**src/rtl/pci_phy_pkg.sv**
```systemverilog
// pci_phy_pkg: definitions shared across the PCI physical-layer datapath.
//   ORDER_LSB / ORDER_MSB : slice-order encodings carried alongside a held word.
//   lane_id_w()           : width of a lane tag for a given lane count (min 1).
//   PCI_PHY_CHECK_SLICING : elaboration guard that a word splits into two or
//                           more whole slices; expands to a generate-if.

`ifndef PCI_PHY_PKG_SV
`define PCI_PHY_PKG_SV

`define PCI_PHY_CHECK_SLICING(in_w, out_w) \
  if ((((in_w) % (out_w)) != 0) || (((in_w) / (out_w)) < 2)) begin : g_bad_slicing \
    $error("IN_W must be a multiple of OUT_W giving at least two slices"); \
  end

package pci_phy_pkg;

  localparam logic ORDER_LSB = 1'b0;
  localparam logic ORDER_MSB = 1'b1;

  function automatic int lane_id_w(input int n);
    return (n <= 1) ? 1 : $clog2(n);
  endfunction

endpackage

`endif

```
**src/rtl/rr_arbiter.sv**
```systemverilog
// rr_arbiter: combinational round-robin arbiter.
//   req     : request per requester
//   ptr     : requester index with highest priority this cycle
//   en      : grant enable; when low no grant is issued
//   gnt     : one-hot grant
//   gnt_idx : binary index of the granted requester
//   any     : a grant is being issued

module rr_arbiter
  import pci_phy_pkg::*;
#(
  parameter int N  = 4,
  parameter int IW = lane_id_w(N)
) (
  input  logic [N-1:0]  req,
  input  logic [IW-1:0] ptr,
  input  logic          en,
  output logic [N-1:0]  gnt,
  output logic [IW-1:0] gnt_idx,
  output logic          any
);

  // Two ordered passes give the wrapped search: first the lowest requester at
  // or above ptr, otherwise the lowest one below ptr.
  always_comb begin
    gnt     = '0;
    gnt_idx = '0;
    any     = 1'b0;
    for (int j = 0; j < N; j++) begin
      if (!any && req[j] && (j >= int'(ptr))) begin
        gnt[j]  = 1'b1;
        gnt_idx = IW'(j);
        any     = 1'b1;
      end
    end
    for (int j = 0; j < N; j++) begin
      if (!any && req[j] && (j < int'(ptr))) begin
        gnt[j]  = 1'b1;
        gnt_idx = IW'(j);
        any     = 1'b1;
      end
    end
    if (!en) begin
      gnt = '0;
      any = 1'b0;
    end
  end

endmodule

```
**src/rtl/lane_word_serializer.sv**
```systemverilog
// lane_word_serializer: accepts IN_W-bit words from NUM_LANES lanes (round-robin
// grant, valid/ready) and emits each as IN_W/OUT_W slices on one OUT_W stream.
//   clk_4f      : fast clock, rising edge
//   reset       : synchronous, active-high
//   lane_data   : packed lane words, lane i at [i*IN_W +: IN_W]
//   lane_valid  : per-lane word valid
//   lane_ready  : per-lane accept, one-hot or zero
//   msb_first   : slice order for the next loaded word (1 = top slice first)
//   out_ready   : downstream accept
//   data_out    : current slice
//   valid_out   : data_out valid
//   lane_id_out : source lane of the current word
//   sof_out     : first slice of a word
//   eof_out     : last slice of a word

module lane_word_serializer
  import pci_phy_pkg::*;
#(
  parameter int IN_W      = 32,
  parameter int OUT_W     = 8,
  parameter int NUM_LANES = 4,
  parameter int LANE_ID_W = lane_id_w(NUM_LANES)
) (
  input  logic                      clk_4f,
  input  logic                      reset,
  input  logic [NUM_LANES*IN_W-1:0] lane_data,
  input  logic [NUM_LANES-1:0]      lane_valid,
  output logic [NUM_LANES-1:0]      lane_ready,
  input  logic                      msb_first,
  input  logic                      out_ready,
  output logic [OUT_W-1:0]          data_out,
  output logic                      valid_out,
  output logic [LANE_ID_W-1:0]      lane_id_out,
  output logic                      sof_out,
  output logic                      eof_out
);

  localparam int RATIO = IN_W / OUT_W;
  localparam int IDX_W = (RATIO <= 2) ? 1 : $clog2(RATIO);
  localparam logic [IDX_W-1:0] LAST_IDX = IDX_W'(RATIO - 1);

  `PCI_PHY_CHECK_SLICING(IN_W, OUT_W)

  if ((NUM_LANES < 1) || (NUM_LANES > 16)) begin : g_bad_lanes
    $error("NUM_LANES must be in 1..16");
  end

  // Slice k of w; MSB order walks down from the top, LSB order up from bit 0.
  function automatic logic [OUT_W-1:0] slice_sel(input logic [IN_W-1:0]  w,
                                                 input logic [IDX_W-1:0] k,
                                                 input logic             order);
    logic [IN_W-1:0] t;
    if (order == ORDER_MSB) begin
      t = w << (int'(k) * OUT_W);
      return t[IN_W-1 -: OUT_W];
    end else begin
      t = w >> (int'(k) * OUT_W);
      return t[OUT_W-1:0];
    end
  endfunction

  logic [IN_W-1:0]      hold_q, hold_d;
  logic                 order_q, order_d;
  logic [LANE_ID_W-1:0] lane_q, lane_d;
  logic [IDX_W-1:0]     idx_q, idx_d;
  logic                 busy_q, busy_d;
  logic [LANE_ID_W-1:0] rr_ptr_q, rr_ptr_d;

  logic [NUM_LANES-1:0] gnt;
  logic [LANE_ID_W-1:0] gnt_idx;
  logic                 gnt_any;
  logic                 load_ok;
  logic [IN_W-1:0]      word_sel;

  assign valid_out   = busy_q;
  assign data_out    = slice_sel(hold_q, idx_q, order_q);
  assign lane_id_out = lane_q;
  assign sof_out     = busy_q & (idx_q == '0);
  assign eof_out     = busy_q & (idx_q == LAST_IDX);

  // A new word may load while idle or on the same edge the last slice leaves.
  assign load_ok = ~busy_q | (eof_out & out_ready);

  rr_arbiter #(
    .N  (NUM_LANES),
    .IW (LANE_ID_W)
  ) u_arb (
    .req     (lane_valid),
    .ptr     (rr_ptr_q),
    .en      (load_ok & ~reset),
    .gnt     (gnt),
    .gnt_idx (gnt_idx),
    .any     (gnt_any)
  );

  assign lane_ready = gnt;

  always_comb begin
    word_sel = '0;
    for (int i = 0; i < NUM_LANES; i++) begin
      if (gnt[i]) word_sel = lane_data[i*IN_W +: IN_W];
    end
  end

  always_comb begin
    hold_d   = hold_q;
    order_d  = order_q;
    lane_d   = lane_q;
    idx_d    = idx_q;
    busy_d   = busy_q;
    rr_ptr_d = rr_ptr_q;

    if (busy_q && out_ready && (idx_q != LAST_IDX)) idx_d = idx_q + 1'b1;

    if (load_ok) begin
      if (gnt_any) begin
        hold_d   = word_sel;
        lane_d   = gnt_idx;
        order_d  = msb_first;
        idx_d    = '0;
        busy_d   = 1'b1;
        rr_ptr_d = (gnt_idx == LANE_ID_W'(NUM_LANES - 1)) ? '0 : gnt_idx + 1'b1;
      end else begin
        busy_d = 1'b0;
        idx_d  = '0;
      end
    end
  end

  always_ff @(posedge clk_4f) begin
    if (reset) begin
      hold_q   <= '0;
      order_q  <= 1'b0;
      lane_q   <= '0;
      idx_q    <= '0;
      busy_q   <= 1'b0;
      rr_ptr_q <= '0;
    end else begin
      hold_q   <= hold_d;
      order_q  <= order_d;
      lane_q   <= lane_d;
      idx_q    <= idx_d;
      busy_q   <= busy_d;
      rr_ptr_q <= rr_ptr_d;
    end
  end

endmodule
```
**config.mk**
```make
export PLATFORM = sky130hd
export DESIGN_NAME = lane_word_serializer
export DESIGN_NICKNAME = d
export VERILOG_FILES = /design/src/rtl/pci_phy_pkg.sv /design/src/rtl/rr_arbiter.sv /design/src/rtl/lane_word_serializer.sv
export SDC_FILE = /design/constraint.sdc
export NUM_CORES = 1
export LEC_CHECK = 0
export BUFFER_PORTS_ARGS = -buffer_cell sky130_fd_sc_hd__buf_2
export CAP_MARGIN = 20
export CELL_PAD_IN_SITES_DETAIL_PLACEMENT = 0
export CELL_PAD_IN_SITES_GLOBAL_PLACEMENT = 1
export CORE_UTILIZATION = 36
export CTS_CLUSTER_DIAMETER = 120
export CTS_CLUSTER_SIZE = 16
export DETAILED_ROUTE_END_ITERATION = 8
export PLACE_DENSITY_LB_ADDON = 0.3
export SYNTH_ARGS = -nofsm -noshare
export SYNTH_HDL_FRONTEND = slang
export SYNTH_HIERARCHICAL = 1
export SYNTH_SLANG_ARGS = --single-unit
export TNS_END_PERCENT = 30
```
**constraint.sdc**
```tcl
create_clock -name clk_4f -period 3.8 [get_ports clk_4f]
set_input_delay 0.38 -clock clk_4f [delete_from_list [all_inputs] [get_ports clk_4f]]
set_output_delay 0.38 -clock clk_4f [all_outputs]
set_load 0.02 [all_outputs]
```
[Word level (Yosys, flattened, before mapping)]
Index checks and enable logic that the tools add are counted.
Cells by class
  shift-type cells: 2
  add/subtract/negate cells: 2
  reductions and logical operators: 23
  muxes and demuxes: 28
  multipliers: 0
  equal/unequal tests: 3
  bitwise operators: 7
  div/mod/pow operators: 0
  $lt $le $gt $ge: 6
Operators with widths (number)
  32-bit two-way mux: 4
  32-bit by 5-bit << shifter with 32-bit output: 1
  32-bit by 5-bit right shift with 8-bit output: 1
  1-bit two-way mux: 16
  1-bit logical AND: 14
  2-bit two-way mux: 6
  8-bit two-way mux: 1
  1-bit zero test: 6
  2-bit by 1-bit adder with 2-bit output, second input constant: 2
  1-bit AND: 4
  2-bit == test, second input constant: 2
  1-bit by 2-bit greater-or-equal comparator with 1-bit output, first input constant: 2
  1-bit by 2-bit less-than comparator with 1-bit output, first input constant: 2
  4-bit two-way mux: 1
  2-bit greater-or-equal comparator, first input constant: 1
  2-bit zero test: 1
  2-bit less-than comparator, first input constant: 1
  2-bit != test, second input constant: 1
  1-bit NOT: 2
  2-bit AND reduction: 1
  2-bit OR reduction: 1
  1-bit OR: 1
Word-level totals
  bits in latches: 0
  input bits: 136
  memory bits (writable): 0
  output and inout bits: 17
  bits in registers: 40
  memories kept: 0
  ROM bits: 0

[Depth between registers and ports, before layout]
Gate-level depths: netlist of the first run.
  depth after elaboration: 31
  gate-level depth with buffers: 10
  depth with buffers taken out: 8

[Modules after synthesis]
Netlist of the first run, hierarchy kept.
Modules (own cells, without submodules)
  lane_word_serializer: instances 1, sequential area each 800.8 um^2, cells each 265, area an instance 2718.9 um^2
  rr_arbiter: instances 1, sequential area each 0.0 um^2, cells each 32, area an instance 237.7 um^2

[Least setup slack after synthesis of the first run]
OpenSTA, ideal clock, no wires.
  kind: flip-flop to flip-flop
  start point: reg idx_q[0]
  end point: reg hold_q[28]
  data arrival time: 2.481 ns
  slack: 1.259 ns
  period minus slack after synthesis: 2.541 ns
  library setup time: 0.061 ns
  stages on the path, launching flop included: 10
  cell sequence: dfxtp_1 -> ha_1 -> a21boi_1 -> nor2_1 -> nor3b_1 -> buf_6 -> nand2b_1 -> clkbuf_1 -> a2bb2oi_1 -> a32o_1
On the way
  elaborated cells on any way between the ends: 12
RTL lines
  from (decl): line lane_word_serializer.sv:65  | logic [IDX_W-1:0] idx_q, idx_d;
  from (signal assigned): line lane_word_serializer.sv:142  | idx_q <= idx_d;
  2-bit == test: line lane_word_serializer.sv:79  | assign eof_out = busy_q & (idx_q == LAST_IDX);
  1-bit AND: line lane_word_serializer.sv:79
  1-bit AND: line lane_word_serializer.sv:82  | assign load_ok = ~busy_q | (eof_out & out_ready);
  1-bit OR: line lane_word_serializer.sv:82
  1-bit AND: line lane_word_serializer.sv:90  | .en (load_ok & ~reset),
  4-bit two-way mux: line rr_arbiter.sv:43  | if (!en) begin
  net lane_ready[3]: line lane_word_serializer.sv:28  | output logic [NUM_LANES-1:0] lane_ready,
  32-bit two-way mux: line lane_word_serializer.sv:101  | if (gnt[i]) word_sel = lane_data[i*IN_W +: IN_W];
  to (signal assigned): line lane_word_serializer.sv:139  | hold_q <= hold_d;
  to (decl): line lane_word_serializer.sv:62  | logic [IN_W-1:0] hold_q, hold_d;
The timed path passes the listed nets, and every way through them passes these cells.
A chain may end at the register's enable or synchronous reset.

[Worst setup path in the final report of the first run]
  start point: reg idx_q[0]
  end point: reg hold_q[15]
On the way
  word-level cells in the longest chain between the ends: 10
  elaborated cells on any way between the ends: 12
RTL lines (line)
  2-bit == test (*): lane_word_serializer.sv:79
  1-bit AND (*): lane_word_serializer.sv:79
  1-bit AND (*): lane_word_serializer.sv:82
  1-bit OR (*): lane_word_serializer.sv:82
  1-bit AND: lane_word_serializer.sv:90
  4-bit two-way mux: rr_arbiter.sv:43
  32-bit two-way mux (4 in a row): lane_word_serializer.sv:101
Every way passes the cells marked *; elsewhere a longest branch is shown, timed or not.

==> qor.yml, run 1 <==
status:
  status: "finished, final reports clean"
timing:
  setup_viol: 0
  holdWs_ns: 0.354
  drv_slew: 0
  period_minus_slack_ns: 2.84
  worst_pin_slew_ns: 0.952
  timing.setup.tns_ns: 0
  fin_crit_sh_pct: 74.9
  fin_worst_skew_ns: 0.00815
  slew_headroom_pct: 36.4
  rsz0062_at_grt: "false"
  hold_viol: 0
  fmax_mhz: 352
place:
  io_buffers: 152
  gp_congestion: 0.762
  dp_hpwl_um: 6870
cells_and_area:
  layout_commonest_cell: "buf_2"
  final_cell_mix: "152 x buf_2, 40 x dfxtp_1, 35 x inv_1"
  area_growth_pct: 30.0
  fillers: 787
  diodes: 0
  drive_gt1_share_pct: 46.8
  layout.nets: 572
global_routing:
  grt_max_degree: 35
  grt_usage_pct: 21.8
  antenna_found_initial: 0
  grt_pass1_wl_um: 14700
  grt-ovfl-total: 0
  grt_pass1_vias: 2900
synthesis:
  yosysWarnings: 6
  ys_seq_area_share_pct: 27.1
  ys_top_cells_by_area: "dfxtp_1 27%, mux4_2 12%, a32o_1 11%, a221o_1 10%, a2bb2oi_1 8.9%"
  avgSynthCellArea_um2: 9.95
  ys_types: 44
  synth_edf_count: 0
  yosys.area.top_type_share_pct: 27.1
  async_reset_ff_share_pct: 0
  synth.largest_area_cell: "dfxtp_1"
  synth_ff_type: "dfxtp_1"
  ys_seq_elements: 40
  syn_nets: 436
  syn_inst: 297
  syn_area_um2: 2960
cts:
  clock_sinks: 40
  ctsHoldBuffers: 0
  clock_latency_ns: 0.29
  clk_pin_slew_worst_paths_ns: 0.08
  post_cts_buffers: 0
  postCtsResizedCells: 0
  root_buffer: "clkbuf_8"
  cts_buffer_depth: 2
  htree_levels: 2
  cts_buffers: 5
  cts_tree: "done"
die:
  ios: 153
  dieArea_um2: 8580
  core_um2: 7850
  die_h_um: 92.6
  rows: 32
  die_w_um: 92.6
  floorplan.initialDensity_pct: 37.7
route:
  drc: 0
  firstDrtPassIters: 4
  drt-wirelength-per-cell_um: 17.6
  drt_wl_total_um: 9420
  antenna_left: 0
  vias: 3064
  drt_iter0_markers: 138
  vias_per_cell: 5.72
pwr:
  leakagePower_nw: 1.77
  powerDensity_nw_per_um2: 279
  peakVddDrop_mv: 0.128
setup_path:
  crit_path_end_kind: "flip-flop"
  crit_chain: "ha_1 > a21boi_1 > buf_4 > nor2_1 > nor3b_2 > buf_4 > nand2b_1 > buf_4 > a2bb2oi_1 > a32o_1"
  crit_path_top_delay_cell: "nand2b_1"
  worstSetupStartpointType: "flip-flop"
  required_ns: 4.03
  criticalPathCategory: "reg2reg"
  cpMostUsedCell: "buf_4"
  max_stage_delay_ns: 0.47
  reg2reg_depth: 10
  cp.arrival_ns: 3.07
  crit_fanout: 18
  regToRegStartpoint: "idx_q[0]$_SDFFE_PP0P_"
  crit_family: "simple AND/OR/NAND/NOR gates"
  path_buf_inv: 3
  ff2ff_setup_slack_ns: 0.96
  reg2reg_to: "hold_q[15]$_SDFFE_PP0P_"
hold_path:
  worstHoldStart: "msb_first"
  min_to: "order_q$_SDFFE_PP0P_"
  hp-class: "in2reg"
  whs_path_depth: 3
flow_run:
  maxCapViolations: 0
cells in the mapped netlist (3+ instances only):
| cell | instances |
|---|---|
| a21oi_1 | 12 |
| buf_2 | 7 |
| clkbuf_1 | 15 |
| nor2_1 | 4 |
| nor2b_1 | 3 |
| mux4_2 | 16 |
| dfxtp_1 | 40 |
| inv_1 | 35 |
| mux2_2 | 8 |
| nand2_1 | 5 |
| a2bb2oi_1 | 30 |
| o21ai_1 | 3 |
| nand3_1 | 4 |
| o21ai_0 | 7 |
| a32o_1 | 32 |
| nand2b_1 | 5 |
| ha_1 | 3 |
| a221o_1 | 31 |
| buf_6 | 8 |
sequential cells by signal, indices dropped and copies added (netlist names):
register,flops
hold_q,32
idx_q,2
lane_id_out,2
order_q,1
rr_ptr_q,2
valid_out,1
metrics by stage:
step	power [W]	setup slack (ns)	cell area [um^2]	util (%)	std cells
final	0.00107	0.955	3840	49.0	536
after global routing	0.00113	0.645	3840	49.0	536
after detailed placement	0.000785	0.812	3740	47.6	527
after CTS	0.00108	0.795	3830	48.8	535
after global placement	0.000782	0.875	3740	47.6	527
after floorplan	0.000664	1.26	2960	-	297
per-layer routing:
layer | part of all wire, % | wire length [um] | global-route usage, % | vias to the layer above
met5 | 0 | 0 | 0 | -
met3 | 7.1 | 672 | 3.37 | 9
met1 | 47 | 4400 | 29.8 | 1450
li1 | - | - | - | 1470
met4 | 1.4 | 133 | 5.64 | 0
met2 | 45 | 4210 | 35.7 | 135
worst min-delay path: stages:
cell and delay [ns]:
buf_2 0.10, nand3_1 0.07, a21oi_1 0.05
area by class of cell:
cell class / count / area (um^2) / share of cell area [%]
sequential: 40 / 801 / 20.8
inverter: 36 / 135 / 3.52
tap: 102 / 128 / 3.32
multi-input combinational: 188 / 1850 / 48.0
clock buffer: 8 / 90.1 / 2.34
timing repair buffer: 162 / 843 / 21.9
report_power, final:
group	internal, W	switching, W
registers	0.000440	0.0000243
clock network	0.000148	0.000145
logic	0.000164	0.000149
cell families after synthesis:
family,after synthesis,share of synthesized area [%]
compound gates,127,37.7
buf+inv,69,11.6
flops,40,27.1
simple gates,33,6.86
mux,25,15.6
fa+ha+maj,3,1.27
worst max-delay path by stage:
stage                          start  slack [ns]                       to  cells past startpoint
6_report       idx_q[0]$_SDFFE_PP0P_        0.96  hold_q[15]$_SDFFE_PP0P_                     10
5_1_grt        idx_q[0]$_SDFFE_PP0P_        0.64  hold_q[15]$_SDFFE_PP0P_                     10
4_1_cts        idx_q[0]$_SDFFE_PP0P_        0.80   hold_q[0]$_SDFFE_PP0P_                      9
3_5_place_dp   idx_q[0]$_SDFFE_PP0P_        0.81  hold_q[23]$_SDFFE_PP0P_                      9
3_3_place_gp   idx_q[0]$_SDFFE_PP0P_        0.88  hold_q[23]$_SDFFE_PP0P_                      9
2_1_floorplan  idx_q[0]$_SDFFE_PP0P_        1.26  hold_q[28]$_SDFFE_PP0P_                      9
(Power assumes the default switching activity.)
==> run 2, diff against run 1 <==
CORE_UTILIZATION = 33   (was 36)
clock period = 2.9 ns   (was 3.8 ns; I/O delays follow)
==> run 2 against run 1 <==
Compared with the run above:
- worst setup slack worse by 0.46 ns
- sequential share of layout area decreased by 0.39 points
- sequential cell count unchanged
- critical endpoint is now hold_q[19]$_SDFFE_PP0P_
- critical path type unchanged
- clock power is 63% higher
- clock-buffer cell count fell by 3
==> qor.yml, run 2 (synthesized netlist as in run 1, its figures left out) <==
status:
  status: "finished, final reports clean"
pwr:
  p_sw_share_pct: 29.5  # -0.21 points
  peakVddDrop_mv: 0.172  # +34%
  powerDensity_nw_per_um2: 383  # +38%
  p_clk_share_pct: 31.9  # +4.5 points
  leakagePower_nw: 1.80  # +1.7%
  power_frac_comb_pct: 27.6  # -1.6 points
  seqPwrFrac_pct: 40.5  # -2.9 points
  p_switching_w: 0.000443  # +39%
  p_int_w: 0.00106  # +41%
timing:
  fin_crit_sh_pct: 82.8  # +7.9 points
  hold_viol: 0  # unchanged
  worst_pin_slew_ns: 0.597  # -0.355 ns
  holdWs_ns: 0.287  # -0.0663 ns
  slew_headroom_pct: 60.0  # +24 points
  setup_slack_ns: 0.499  # -0.456 ns
  period_minus_slack_ns: 2.40  # -0.444 ns
  fmax_mhz: 417  # +19%
  drv_slew: 0  # unchanged
  fin_worst_skew_ns: 0.00708  # -0.00107 ns
  rsz0062_at_grt: "false"
  setup_viol: 0  # unchanged
  timing.setup.tns_ns: 0  # unchanged
setup_path:
  startpoint: "idx_q[0]$_SDFFE_PP0P_"
  worstSetupStartpointType: "flip-flop"
  crit_fanout: 19  # +1
  reg2reg_to: "hold_q[19]$_SDFFE_PP0P_"
  required_ns: 3.15  # -0.88 ns
  criticalPathCategory: "reg2reg"
  cp.arrival_ns: 2.65  # -0.42 ns
  crit_path_end_kind: "flip-flop"
  regToRegStartpoint: "idx_q[0]$_SDFFE_PP0P_"
  ff2ff_setup_slack_ns: 0.50  # -0.46 ns
  reg2reg_depth: 8  # -2
  cp-endpoint: "hold_q[19]$_SDFFE_PP0P_"
cells_and_area:
  layout.nets: 574  # +0.35%
  final_cell_mix: "152 x buf_2, 40 x dfxtp_1, 35 x inv_1"
  area_growth_pct: 32.4
  finalNonFillerCells: 544  # +1.5%
  layout_commonest_cell: "buf_2"
  largest_register_ffs: 32  # unchanged
  fillers: 881  # +12%
  drive_gt1_share_pct: 47.5  # +0.70 points
  diodes: 0  # unchanged
  regMostFlops: "hold_q"
cts:
  clk_pin_slew_worst_paths_ns: 0.09  # about the same
  clock_latency_ns: 0.30  # about the same
  cts_buffer_depth: 2  # unchanged
  htree_levels: 2  # unchanged
  cts_buffers: 5  # unchanged
  ctsHoldBuffers: 0  # unchanged
  cts_tree: "done"
  post_cts_buffers: 0  # unchanged
  root_buffer: "clkbuf_8"
  postCtsResizedCells: 0  # unchanged
  clock_sinks: 40  # unchanged
place:
  placed_cells: 535  # +1.5%
  gp_congestion: 0.746  # -2.1%
  dp_slack_ns: 0.150  # -0.662 ns
  io_buffers: 152  # unchanged
  dp_hpwl_um: 6990  # +1.7%
global_routing:
  grt-ovfl-total: 0  # unchanged
  grt_pass1_vias: 2958  # +2.0%
  grt_usage_pct: 19.8  # -2.0 points
  gr-usage-met1_pct: 27.7  # -2.1 points
  grtUsageMet3_pct: 4.34  # +0.97 points
  grt_max_degree: 35  # unchanged
  grtUsageMet2_pct: 30.9  # -4.9 points
  antenna_found_initial: 0  # unchanged
  grt_pass1_wl_um: 15000  # +2.2%
  grt_busiest_layer: "met2"
route:
  drc: 0  # unchanged
  antenna_left: 0  # unchanged
  drt-wirelength-per-cell_um: 17.0  # -3.5%
  firstDrtPassIters: 4  # unchanged
  drt_wl_total_um: 9230  # -2.0%
  vias: 3001  # -2.1%
  vias_per_cell: 5.52  # -3.5%
  drt_iter0_markers: 117  # -15%
die:
  die_w_um: 96.7  # +4.4%
  die_h_um: 96.7  # +4.4%
  rows: 34  # +6.3%
  core_um2: 8680  # +11%
  floorplan.initialDensity_pct: 34.1  # -3.6 points
  dieArea_um2: 9340  # +8.9%
  ios: 153  # unchanged
flow_run:
  maxCapViolations: 0  # unchanged
hold_path:
  hp-class: "in2reg"
==> run 2: changes by cell type in the layout (fill, tap and decap cells not counted) <==
| cell | before | now |
|---|---|---|
| bufinv_16 | 0 | 1 |
| buf_12 | 0 | 1 |
| clkinvlp_4 | 0 | 1 |
| inv_6 | 0 | 1 |
| a21oi_4 | 1 | 0 |
| clkbuf_1 | 2 | 0 |
| buf_16 | 0 | 1 |
| clkbuf_8 | 6 | 5 |
| a21oi_2 | 0 | 1 |
==> run 2: through the flow <==
stage / util (%) / power [W] / area [um^2]
after floorplan: - / 0.000870 / 2960
after global placement: 43.3 / 0.00102 / 3760
after detailed placement: 43.5 / 0.00103 / 3770
after CTS: 44.8 / 0.00151 / 3890
after global routing: 45.1 / 0.00158 / 3920
final: 45.1 / 0.00150 / 3920
==> run 2: worst min path at each step <==
stage                                           start                     endpoint  slack, ns  cells after the start
final                                       msb_first         order_q$_SDFFE_PP0P_       0.29                      3
after global routing                        msb_first         order_q$_SDFFE_PP0P_       0.30                      3
after CTS                                   msb_first         order_q$_SDFFE_PP0P_       0.29                      3
after detailed placement  lane_id_out[1]$_SDFFE_PP0P_  lane_id_out[1]$_SDFFE_PP0P_       0.47                      2
after global placement    lane_id_out[1]$_SDFFE_PP0P_  lane_id_out[1]$_SDFFE_PP0P_       0.47                      2
after floorplan                             out_ready        idx_q[0]$_SDFFE_PP0P_       0.44                      2
==> run 2: layout make-up <==
class,instances,area (um^2),share of cell area (%)
clock buffer,5,68.8,1.76
sequential,40,801,20.5
clock inverter,3,46.3,1.18
multi-input combinational,188,1840,46.9
inverter,36,135,3.45
timing repair buffer,164,891,22.8
tap,108,135,3.45
==> run 2: critical path, cell delays in order, from the launching register on <==
cell,delay (ns)
dfxtp_1,0.34
ha_1,0.22
a21boi_1,0.10
nor2_1,0.26
nor3b_2,0.29
nand2b_1,0.49
buf_12,0.24
a2bb2oi_1,0.23
a32o_1,0.19
==> run 2: power groups by stage <==
stage          sequential (W)  combinational [W]  clock, W
2_1_floorplan        0.000606           0.000264         0
3_3_place_gp         0.000619           0.000400         0
3_5_place_dp         0.000621           0.000409         0
4_1_cts              0.000608           0.000411  0.000491
5_1_grt              0.000613           0.000453  0.000512
6_report             0.000608           0.000414  0.000478
==> run 2: metal layers <==
layer	vias up	wire (um)
met5	-	0
met4	0	129
met3	9	631
met2	135	4110
met1	1385	4360
li1	1472	-
==> run 3, diff against run 2 <==
clock period = 2.4 ns   (was 2.9 ns; I/O delays follow)
==> run 3 against run 2 <==
Compared with the run above:
- first-iteration DRC count up 3.4%
- register-to-register slack got worse by 0.29 ns
- worst hold slack worse by 0.059 ns
- clock-buffer cell count is the same
- sequential share of layout area decreased by 0.10 points
- sequential cell count unchanged
- combinational power rose by 22%
- via count is 1.2% higher
- cell area grew 0.51%
- sequential power rose by 21%
- final cell count unchanged
- critical path type is now reg2out
- highest routed layer unchanged
==> qor.yml, run 3 (synthesized netlist as in run 1, its figures left out) <==
status:
  status: "finished, final reports clean"
cts:
  root_buffer: "clkbuf_8"
  ctsHoldBuffers: 0  # unchanged
  cts_buffers: 5  # unchanged
  clock_sinks: 40  # unchanged
  post_cts_buffers: 0  # unchanged
  clk_pin_slew_worst_paths_ns: 0.08  # about the same
  postCtsResizedCells: 2  # +2
  clock_latency_ns: 0.30  # about the same
  cts_buffer_depth: 2  # unchanged
  htree_levels: 2  # unchanged
  cts_tree: "done"
timing:
  slew_headroom_pct: 67.5  # +7.4 points
  setup_viol: 0  # unchanged
  drv_slew: 0  # unchanged
  rsz0062_at_grt: "false"
  worst_pin_slew_ns: 0.487  # -0.110 ns
  timing.setup.tns_ns: 0  # unchanged
  fin_worst_skew_ns: 0.00829  # +0.00121 ns
  fin_crit_sh_pct: 92.4
  fmax_mhz: 451
  hold_viol: 0  # unchanged
  period_minus_slack_ns: 2.22
pwr:
  p_sw_share_pct: 29.3  # -0.20 points
  leakagePower_nw: 1.80  # +0.12%
  seqPwrFrac_pct: 40.6  # about the same
  peakVddDrop_mv: 0.297  # +73%
  p_switching_w: 0.000531  # +20%
  p_clk_share_pct: 31.5  # -0.4 points
  p_int_w: 0.00128  # +21%
  power_frac_comb_pct: 27.9  # +0.3 points
  powerDensity_nw_per_um2: 460  # +20%
setup_path:
  regToRegStartpoint: "idx_q[0]$_SDFFE_PP0P_"
  crit_fanout: 19  # unchanged
  ff2ff_setup_slack_ns: 0.21  # -0.29 ns
  crit_path_top_delay_cell: "mux4_2"
  crit_path_end_kind: "output pin"
  crit_chain: "buf_4 > mux4_2 > mux2_2 > buf_2"
  worstSetupStartpointType: "flip-flop"
  reg2reg_to: "hold_q[15]$_SDFFE_PP0P_"
  cp.arrival_ns: 1.98  # -0.67 ns
  required_ns: 2.16  # -0.99 ns
  max_stage_delay_ns: 0.53  # +0.04 ns
  reg2reg_depth: 8  # unchanged
  criticalPathCategory: "reg2out"
route:
  drt-wirelength-per-cell_um: 17.0  # about the same
  antenna_left: 0  # unchanged
  drt_iter0_markers: 121  # +3.4%
  vias: 3036  # +1.2%
  firstDrtPassIters: 4  # unchanged
  vias_per_cell: 5.58  # +1.2%
  drc: 0  # unchanged
  drt_wl_total_um: 9240  # about the same
hold_path:
  worstHoldStart: "msb_first"
  min_to: "order_q$_SDFFE_PP0P_"
  hp-class: "in2reg"
  whs_path_depth: 3  # unchanged
cells_and_area:
  layout_commonest_cell: "buf_2"
  layout.nets: 574  # unchanged
  final_cell_mix: "152 x buf_2, 40 x dfxtp_1, 35 x inv_1"
  drive_gt1_share_pct: 48.2  # +0.69 points
  area_growth_pct: 33.1
  largest_register_ffs: 32  # unchanged
  regMostFlops: "hold_q"
  fillers: 881  # unchanged
  diodes: 0  # unchanged
  fin_util_pct: 45.3  # +0.23 points
die:
  ios: 153  # unchanged
  rows: 34  # unchanged
  die_w_um: 96.7  # unchanged
  dieArea_um2: 9340  # unchanged
  floorplan.initialDensity_pct: 34.1  # unchanged
  die_h_um: 96.7  # unchanged
  core_um2: 8680  # unchanged
place:
  gp_congestion: 0.839  # +12%
  io_buffers: 152  # unchanged
  dp_hpwl_um: 6960  # -0.40%
global_routing:
  grt_pass1_wl_um: 15100  # +0.41%
  grt_max_degree: 37  # +5.7%
  grt-ovfl-total: 0  # unchanged
  grt_pass1_vias: 2982  # +0.81%
  grt_usage_pct: 20.0  # +0.16 points
  antenna_found_initial: 0  # unchanged
flow_run:
  maxCapViolations: 0  # unchanged
-- run 3: power by group through the flow --
stage	registers, W	clock network [W]	logic, W
CTS	0.000735	0.000588	0.000503
global placement	0.000748	0	0.000495
floorplan	0.000732	0	0.000320
finish	0.000735	0.000571	0.000505
global route	0.000741	0.000615	0.000554
detailed placement	0.000751	0	0.000500
-- run 3: worst max-delay path by stage --
stage,from,cells past startpoint,to
2_1_floorplan,idx_q[0]$_SDFFE_PP0P_,9,hold_q[24]$_SDFFE_PP0P_
4_1_cts,idx_q[0]$_SDFFE_PP0P_,8,hold_q[13]$_SDFFE_PP0P_
5_1_grt,idx_q[0]$_SDFFE_PP0P_,6,lane_ready[3]
6_report,idx_q[0]$_SDFFE_PP0P_,4,data_out[4]
3_3_place_gp,idx_q[0]$_SDFFE_PP0P_,8,hold_q[25]$_SDFFE_PP0P_
3_5_place_dp,idx_q[0]$_SDFFE_PP0P_,8,hold_q[13]$_SDFFE_PP0P_
-- run 3: routing by layer --
metal / up-vias / wire, um / GRT usage [%]
met3: 8 / 677 / 4.62
met1: 1407 / 4270 / 27.0
met4: 0 / 131 / 5.28
met5: - / 0 / 0
li1: 1480 / - / -
met2: 141 / 4150 / 32.0
-- run 3: layout make-up --
type | instances | area [um^2] | area share [%]
inverters | 36 | 135 | 3.43
clock inverters | 3 | 46.3 | 1.18
multi-input cells | 188 | 1860 | 47.2
repair buffers | 164 | 891 | 22.6
flip-flops and latches | 40 | 801 | 20.3
clock buffers | 5 | 68.8 | 1.75
well taps | 108 | 135 | 3.43
-- run 3: per-stage QoR --
step           area, um^2  power (W)  instances  setup slack [ns]  hold slack, ns
4_1_cts              3910    0.00183        544            0.0151           0.224
3_5_place_dp         3780    0.00125        536            0.0490           0.468
2_1_floorplan        2970    0.00105        297            0.0528           0.392
6_report             3940    0.00181        544             0.183           0.228
5_1_grt              3940    0.00191        544            0.0344           0.252
3_3_place_gp         3780    0.00124        536             0.158           0.463
-- run 3: critical path: cells and delay by family (launching register included) --
family | cells | cell delay (ns)
flip-flops | 1 | 0.37
multiplexers | 2 | 0.82
buffers and inverters | 2 | 0.49
